### src/rtl/udp_rx_frame_parser.sv
// UDP receive-side frame parser: validates the one-word application header,
// forwards the payload as a keep-qualified stream and counts malformed frames.
module udp_rx_frame_parser #(
    parameter int          DATA_W  = 64,
    parameter logic [15:0] MAGIC   = 16'hA55A,
    parameter int          MAX_LEN = 1472
) (
    input  logic              sys_clk,
    input  logic              sys_rst_n,
    input  logic [DATA_W-1:0] s_data,
    input  logic              s_valid,
    input  logic              s_last,
    output logic              s_ready,
    output logic [DATA_W-1:0] m_data,
    output logic [7:0]        m_keep,
    output logic              m_valid,
    output logic              m_last,
    output logic              m_user,
    input  logic              m_ready,
    output logic              hdr_valid,
    output logic [15:0]       hdr_seq,
    output logic [15:0]       hdr_len,
    output logic [7:0]        hdr_cmd,
    output logic [15:0]       err_hdr_cnt,
    output logic [15:0]       err_len_cnt,
    output logic [15:0]       seq_gap_cnt,
    output logic [15:0]       good_frame_cnt
);

    typedef enum logic [1:0] {IDLE, PAYLOAD, DRAIN} state_t;

    state_t      state, state_nxt;
    logic        run;
    logic [15:0] rem;
    logic        have_seq;
    logic [15:0] exp_seq;

    logic        accept, rem_le8, hdr_bad, len_zero;
    logic [15:0] f_magic, f_seq, f_len;
    logic [7:0]  f_cmd, f_chk, chk_calc;

    logic        hdr_pulse, rem_load, beat_load, beat_last, beat_user;
    logic        inc_hdr, inc_len, inc_good, inc_gap;
    logic [7:0]  beat_keep;

    assign f_magic  = s_data[15:0];
    assign f_seq    = s_data[31:16];
    assign f_len    = s_data[47:32];
    assign f_cmd    = s_data[55:48];
    assign f_chk    = s_data[63:56];
    assign chk_calc = s_data[7:0] ^ s_data[15:8] ^ s_data[23:16] ^ s_data[31:24]
                    ^ s_data[39:32] ^ s_data[47:40] ^ s_data[55:48];
    assign hdr_bad  = (f_magic != MAGIC) || (f_chk != chk_calc) || (f_len > 16'(MAX_LEN));
    assign len_zero = (f_len == 16'd0);
    assign accept   = s_valid && s_ready;
    assign rem_le8  = (rem <= 16'd8);

    function automatic logic [15:0] sat_inc(input logic [15:0] c, input logic en);
        return (en && c != 16'hFFFF) ? c + 16'd1 : c;
    endfunction

    always_ff @(posedge sys_clk) begin
        if (!sys_rst_n) state <= IDLE;
        else            state <= state_nxt;
    end

    always_comb begin
        state_nxt = state;
        case (state)
            IDLE: begin
                if (accept) begin
                    if (hdr_bad || s_last) state_nxt = s_last ? IDLE : DRAIN;
                    else if (len_zero)     state_nxt = DRAIN;
                    else                   state_nxt = PAYLOAD;
                end
            end
            PAYLOAD: begin
                if (accept) begin
                    if (s_last)       state_nxt = IDLE;
                    else if (rem_le8) state_nxt = DRAIN;
                end
            end
            DRAIN: begin
                if (accept && s_last) state_nxt = IDLE;
            end
            default: state_nxt = IDLE;
        endcase
    end

    // run keeps s_ready low while reset is held and for the release cycle
    always_comb begin
        s_ready   = run && ((state != PAYLOAD) || !m_valid || m_ready);
        hdr_pulse = (state == IDLE) && accept && !hdr_bad && !(s_last && !len_zero);
        rem_load  = (state == IDLE) && accept && !hdr_bad && !s_last && !len_zero;
        beat_load = (state == PAYLOAD) && accept;
        beat_last = rem_le8 || s_last;
        beat_user = rem_le8 != s_last;
        beat_keep = rem_le8 ? (8'd1 << rem[3:0]) - 8'd1 : 8'hFF;
        if (rem >= 16'd8) beat_keep = 8'hFF;
        inc_hdr   = (state == IDLE) && accept && hdr_bad;
        inc_len   = ((state == IDLE) && accept && !hdr_bad && (s_last != len_zero))
                 || (beat_load && beat_user);
        inc_good  = ((state == IDLE) && accept && !hdr_bad && s_last && len_zero)
                 || (beat_load && rem_le8 && s_last);
        inc_gap   = hdr_pulse && have_seq && (f_seq != exp_seq);
    end

    always_ff @(posedge sys_clk) begin
        if (!sys_rst_n) begin
            run            <= 1'b0;
            rem            <= '0;
            have_seq       <= 1'b0;
            exp_seq        <= '0;
            hdr_valid      <= 1'b0;
            hdr_seq        <= '0;
            hdr_len        <= '0;
            hdr_cmd        <= '0;
            m_data         <= '0;
            m_keep         <= '0;
            m_valid        <= 1'b0;
            m_last         <= 1'b0;
            m_user         <= 1'b0;
            err_hdr_cnt    <= '0;
            err_len_cnt    <= '0;
            seq_gap_cnt    <= '0;
            good_frame_cnt <= '0;
        end else begin
            run       <= 1'b1;
            hdr_valid <= hdr_pulse;
            if (hdr_pulse) begin
                hdr_seq  <= f_seq;
                hdr_len  <= f_len;
                hdr_cmd  <= f_cmd;
                have_seq <= 1'b1;
                exp_seq  <= f_seq + 16'd1;
            end
            if (rem_load)                  rem <= f_len;
            else if (beat_load && !rem_le8) rem <= rem - 16'd8;
            if (beat_load) begin
                m_data  <= s_data;
                m_keep  <= beat_keep;
                m_last  <= beat_last;
                m_user  <= beat_user;
                m_valid <= 1'b1;
            end else if (m_ready) begin
                m_valid <= 1'b0;
            end
            err_hdr_cnt    <= sat_inc(err_hdr_cnt, inc_hdr);
            err_len_cnt    <= sat_inc(err_len_cnt, inc_len);
            seq_gap_cnt    <= sat_inc(seq_gap_cnt, inc_gap);
            good_frame_cnt <= sat_inc(good_frame_cnt, inc_good);
        end
    end

endmodule

### config.mk
export PLATFORM = sky130hd
export DESIGN_NAME = udp_rx_frame_parser
export DESIGN_NICKNAME = d
export VERILOG_FILES = /design/src/rtl/udp_rx_frame_parser.sv
export SDC_FILE = /design/constraint.sdc
export NUM_CORES = 1
export LEC_CHECK = 0
export CELL_PAD_IN_SITES_DETAIL_PLACEMENT = 1
export CELL_PAD_IN_SITES_GLOBAL_PLACEMENT = 2
export CORE_ASPECT_RATIO = 0.5
export CORE_UTILIZATION = 29
export CTS_CLUSTER_DIAMETER = 200
export DETAILED_ROUTE_END_ITERATION = 8
export GPL_ROUTABILITY_DRIVEN = 0
export GPL_TIMING_DRIVEN = 0
export PLACE_DENSITY = 0.83
export SETUP_SLACK_MARGIN = 0.3
export SYNTH_ARGS = -nofsm -noshare
export SYNTH_HDL_FRONTEND = slang
export SYNTH_SLANG_ARGS = --single-unit
export TNS_END_PERCENT = 50
### constraint.sdc
create_clock -name sys_clk -period 3.7 [get_ports sys_clk]
set_input_delay 0.555 -clock sys_clk [delete_from_list [all_inputs] [get_ports sys_clk]]
set_output_delay 0.555 -clock sys_clk [all_outputs]
set_load 0.005 [all_outputs]
======== Yosys cells after proc, flatten, opt, wreduce, memory -nomap -nowiden ========
Cells that the tools add are included.
word-level totals
  register bits ........................... 216
  input bits .............................. 69
cells by class
  add/sub/neg operators ................... 7
  magnitude comparators ................... 3
  equality and inequality tests ........... 16
  shift-type cells ........................ 1
  multiplexer cells ....................... 16
  bitwise logic cells ..................... 6
  reductions and logical operators ........ 43
operators by type and width
  cell                   number
  $add 16x1->16 const B  5
  $ne 16x16->1 const B   5
  $xor 8x8->8            6
  $mux 16                2
  $logic_and 1x1->1      24
  $ge 16x4->1 const B    1
  $gt 16x11->1 const B   1
  $le 16x4->1 const B    1
  $logic_not 16->1       1
  $mux 2                 8
  $mux 8                 2
  $ne 16x16->1           1
  $sub 16x4->16 const B  1
  $logic_or 1x1->1       8
  $ne 8x8->1             1
  $shl 1x4->8 const A    1
  $sub 8x1->8 const B    1
  $logic_not 1->1        6
  $ne 2x2->1 const B     3
  $pmux 2 s3             1
  $reduce_and 4->1       1
  $reduce_bool 2->1      2
  $mux 1                 3
  $ne 3x3->1 const B     1
  other kinds (5)        6

======== Longest topological paths before layout ========
  depth after elaboration ................. 15
  depth in mapped cells ................... 12
  gate-level depth less buffers ........... 11

======== Worst setup path before layout ========
Ideal clock, no wire load.
  path type ............................... input port to flip-flop
  start ................................... input s_data[43]
  end ..................................... register err_len_cnt[10]
  setup time .............................. 70 ps
  data arrival time ....................... 3130 ps
  required time ........................... 3630 ps
  path slack .............................. 500 ps
  stages on the path ...................... 10
  path through ............................ or4_1 -> nor2_2 -> and4bb_1 -> inv_1 -> ha_1 -> or3_1 -> nor4_4 -> nor2_2 -> or4_1 -> a21oi_1
on the way
  cells in the longest elaborated chain, start to end .. 10
  elaborated cells between the ends (all ways) .. 13
  those cells by class .................... order compare (1); eq/ne (2); bitwise (2); reduce/logical (8)
RTL lines
  item                                                                  RTL line  RTL
  start, declared                                                       10        input logic [DATA_W-1:0] s_data,
  parallel branches: the longest is 7 deep, another holds $gt 16x11->1  n/a
  $logic_and 1x1->1 (*)                                                 101       inc_len = ((state == IDLE) && accept && !hdr_bad && (s_last != len_zero))
  $logic_or 1x1->1 (*)                                                  102       || (beat_load && beat_user);
  $logic_and 1x1->1 (*)                                                 59        return (en && c != 16'hFFFF) ? c + 16'd1 : c;
  end signal, assigned                                                  149       err_len_cnt <= sat_inc(err_len_cnt, inc_len);
  end, declared                                                         25        output logic [15:0] err_len_cnt,
Mark *: on every way between the ends.
A chain may end at the register's enable or synchronous reset.

======== Worst setup path after layout ========
  start ................................... input s_data[46]
  end ..................................... register err_len_cnt[10]
Same word-level chain as after synthesis.

==> metrics.md <==
| Metric | Value |
|---|---|
| R2R depth | 9 |
| Worst vdd ir | 0.240 mV |
| Core ar. | around 34000 µm² |
| Metal2 WL | about 20 mm |
| Inserted Diodes | 0 |
| Yosys warnings | 0 |
| CTS tree | yes |
| Post-synth ARST share | 0% |
| RSZ-0062 raised after global routing | true |
| Kind of end point of the critical path | flop |
| Post-synth top area cell | dfxtp_1 |
| Register area share after synthesis | 43.1% |
| Share of the synthesized area in the top cell type | 43.1% |
| Port bufs | 235 |
| Share of cells above drive strength 1 | between 7 and 8% |
| Gr usage total | 21.9% |
| Die area | 35400 µm² |
| Slew HR | 8.17% |
| Clk slew on worst S/H paths | ~0.070 ns |
| Post-placement cell area | 12900 µm² |
| Clock root buffer | clkbuf_16 |
| Synth unique cells | 57 |
| Worst Path Required | 4.16 ns |
| Synth Flop Type | dfxtp_1 |
| Clk buf depth | 3 |
| Final wirelength | between 30 and 40 mm |
| Critical Path Source | s_data[46] |
| Pwr dens | 379 nW/µm² |
| Post-Synth Simple-Gate Area | 25.2% |
| Antenna Nets Post-Route | 0 |
| Top Metal Used | met4 |
| Site row count | 47 |
| CTS Hold Bufs | 0 |
| Pin count of the biggest net entering global routing | 14 |
| HPWL after DPL | 30.3 mm |
| Run status | complete, no violations |
| Placed cells | 1880 |
| Pins Over Slew Limit | 0 |
| Synth Cell Area | 10000 µm² |
| Setup crit end | err_len_cnt[10] |
| Hold crit path type | primary input to flop |
| Final setup violating endpoints | 0 |
| XOR/XNOR Fraction of Synth Area | 10.7% |
| Post-synth EDFFs | 0 |
| Top-count cell post-synth | dfxtp_1 |
| P&R area growth vs syn | 38.4% |
| DRT met1 WL | about 18 mm |
| Number of global-route vias before repair | 10200 |
| Top cells by count, synth | dfxtp_1, nand2_1, a21oi_1 |
| Post-synthesis compound-gate area fraction | 14.1% |
| DRC violations left | 0 |
| Reg-to-Reg Start | rem[8] |
| WHS | 0.314 ns |
| Total Power | between 5 and 6 mW |
| Crit Path Class | primary input to flop |
| First-pass GRT wire length | 60.7 mm |
| Antenna violations before repair | 0 |
| Layout Cells excl Fill | 1929 |
| Detailed-router iteration count before antenna repair | 5 |
| CTS buffer count | 23 |
| Met3 routed WL | roughly 1.2 mm |
| Die Wd | 265 µm |
| Reg2Reg Setup Slack | 0.57 ns |
| Global route overflow | 0 |
| Drt via density | slightly above 5 |
| Final min period | ~3.4 ns |
| Post-Syn Nets | 1282 |
| Crit-path max FO | 8 |
| Mux contribution to synthesized area | ~1.2% |
| CTS H-tree lvls | 1 |
| Wire per inst | 20.6 µm |
| Average size of a mapped cell | 8.33 µm² |
| Max frequency | 297 MHz |
| Post-route cell area | 13900 µm² |
| Adder-cell share of the synthesized area | 1.12% |
| Main combinational cell family by area after synthesis | simple AND/OR/NAND/NOR gates |
| R2R Path End | err_len_cnt[10] |
| Yosys reg bits | 216 |
| Mapped Cells | approximately 1200 |
| Final Hold Viols | 0 |
| Crit path DAT | 3.83 ns |
| Total I/O pin count | 250 |
| Iter 0 DRT Violations | 520 |
| Maximum Capacitance Violations | 0 |
| Lkg Pwr | 4.61 nW |
| Crit share post-route | 91.1% |
| Worst skew pair latency | 0.53 ns |
| Die H | 133 µm |
| Setup Skew | 0.0169 ns |
| Synth area leaders | dfxtp_1, nand2_1, xnor2_1, a21oi_1, nand3_1 |
| Starting Density | 29.9% |
| Worst slew pin tran | approximately 1.4 ns |
| Via count | between 9000 and 10000 |
| Startpoint Class | primary input |
| Clk sink count | 216 |
| Net count, final | 1551 |
[cell type report]
type	count	area, µm²
fill	3931	19600
buffer	81	419
multi-input combinational	892	5310
timing repair buffer	244	2440
inverter	15	56.3
sequential	216	4320
clock inverter	8	119
clock buffer	32	649
tap	441	552
[critical path, cell delays in order]
cell	delay, ns
clkdlybuf4s50_1	0.48
or4_4	0.46
nor2_4	0.14
and4bb_2	0.31
inv_1	0.07
ha_2	0.27
or3_1	0.42
nor4_4	0.27
buf_6	0.17
nor2_2	0.09
or4_1	0.42
a21oi_1	0.15
[registers in the layout, summed over array words and instances (netlist names)]
name	flops
rem	16
m_last	1
hdr_seq	16
have_seq	1
exp_seq	16
run	1
err_len_cnt	16
state	2
m_user	1
hdr_valid	1
seq_gap_cnt	16
m_data	64
hdr_len	16
hdr_cmd	8
good_frame_cnt	16
m_keep	8
err_hdr_cnt	16
m_valid	1
[repair_timing]
| item | in CTS | in global routing |
|---|---|---|
| setup endpoints to repair | 44 | 69 |
| setup buffers | 8 | 1 |
| pin swaps | 3 | 1 |
| gates resized for setup | 18 | 16 |
[layout by cell type (no fill, tap or decap), drive strengths merged, types with 6 or more instances in the layout]
cell type / n
nor3: 16
a211oi: 22
o21ai: 79
nand4: 25
inv: 16
nand2: 201
or4: 18
mux2i: 12
nand2b: 8
ha: 9
and3: 14
dlymetal6s2s: 6
dfxtp: 216
xnor2: 85
xor2: 32
o31ai: 16
or3: 29
clkdlybuf4s50: 227
nor2: 87
clkbuf: 78
nand3: 75
and4: 9
a21oi: 112
buf: 44
nor4: 10
[per-layer routing]
layer / up-vias / GRT usage (%)
met3: 48 / 2.83
li1: 4735 / -
met1: 4995 / 28.4
met5: - / 0
met4: 0 / 4.50
met2: 147 / 39.1
[kinds of logic after synthesis]
logic type,count (synthesis)
XOR/XNOR,117
buffers and inverters,96
AND/OR/NAND/NOR,511
multiplexers,12
AO/OA/AOI/OAI,243
flip-flops,216
adder cells (fa/ha/maj),9
[power breakdown]
part	leakage (nW)	internal, mW	total, mW	switching [mW]
combinational	2.49	0.179	0.470	0.291
clock	0.381	1.43	2.46	1.03
sequential	1.74	2.33	2.33	0.00347
[how the worst min path moves through the flow]
stage,startpoint,end,cells past startpoint
6_report,s_data[21],m_data[21],3
5_1_grt,s_data[21],m_data[21],3
4_1_cts,s_data[21],m_data[21],3
3_5_place_dp,m_data[56],m_data[56],2
3_3_place_gp,m_data[1],m_data[1],2
2_1_floorplan,have_seq,have_seq,2
[stage by stage]
| stage | utilization, % | setup WS [ns] | setup TNS (ns) |
|---|---|---|---|
| 4_1_cts | 41.2 | 0.325 | 0 |
| 5_1_grt | 41.4 | 0.281 | 0 |
| 3_5_place_dp | 38.6 | -0.937 | -28.60 |
| 3_3_place_gp | 38.6 | -0.821 | -25.23 |
| 6_report | 41.4 | 0.329 | 0 |
| 2_1_floorplan | - | 0.500 | 0 |
No activity file was read; power rests on OpenSTA's default activity.
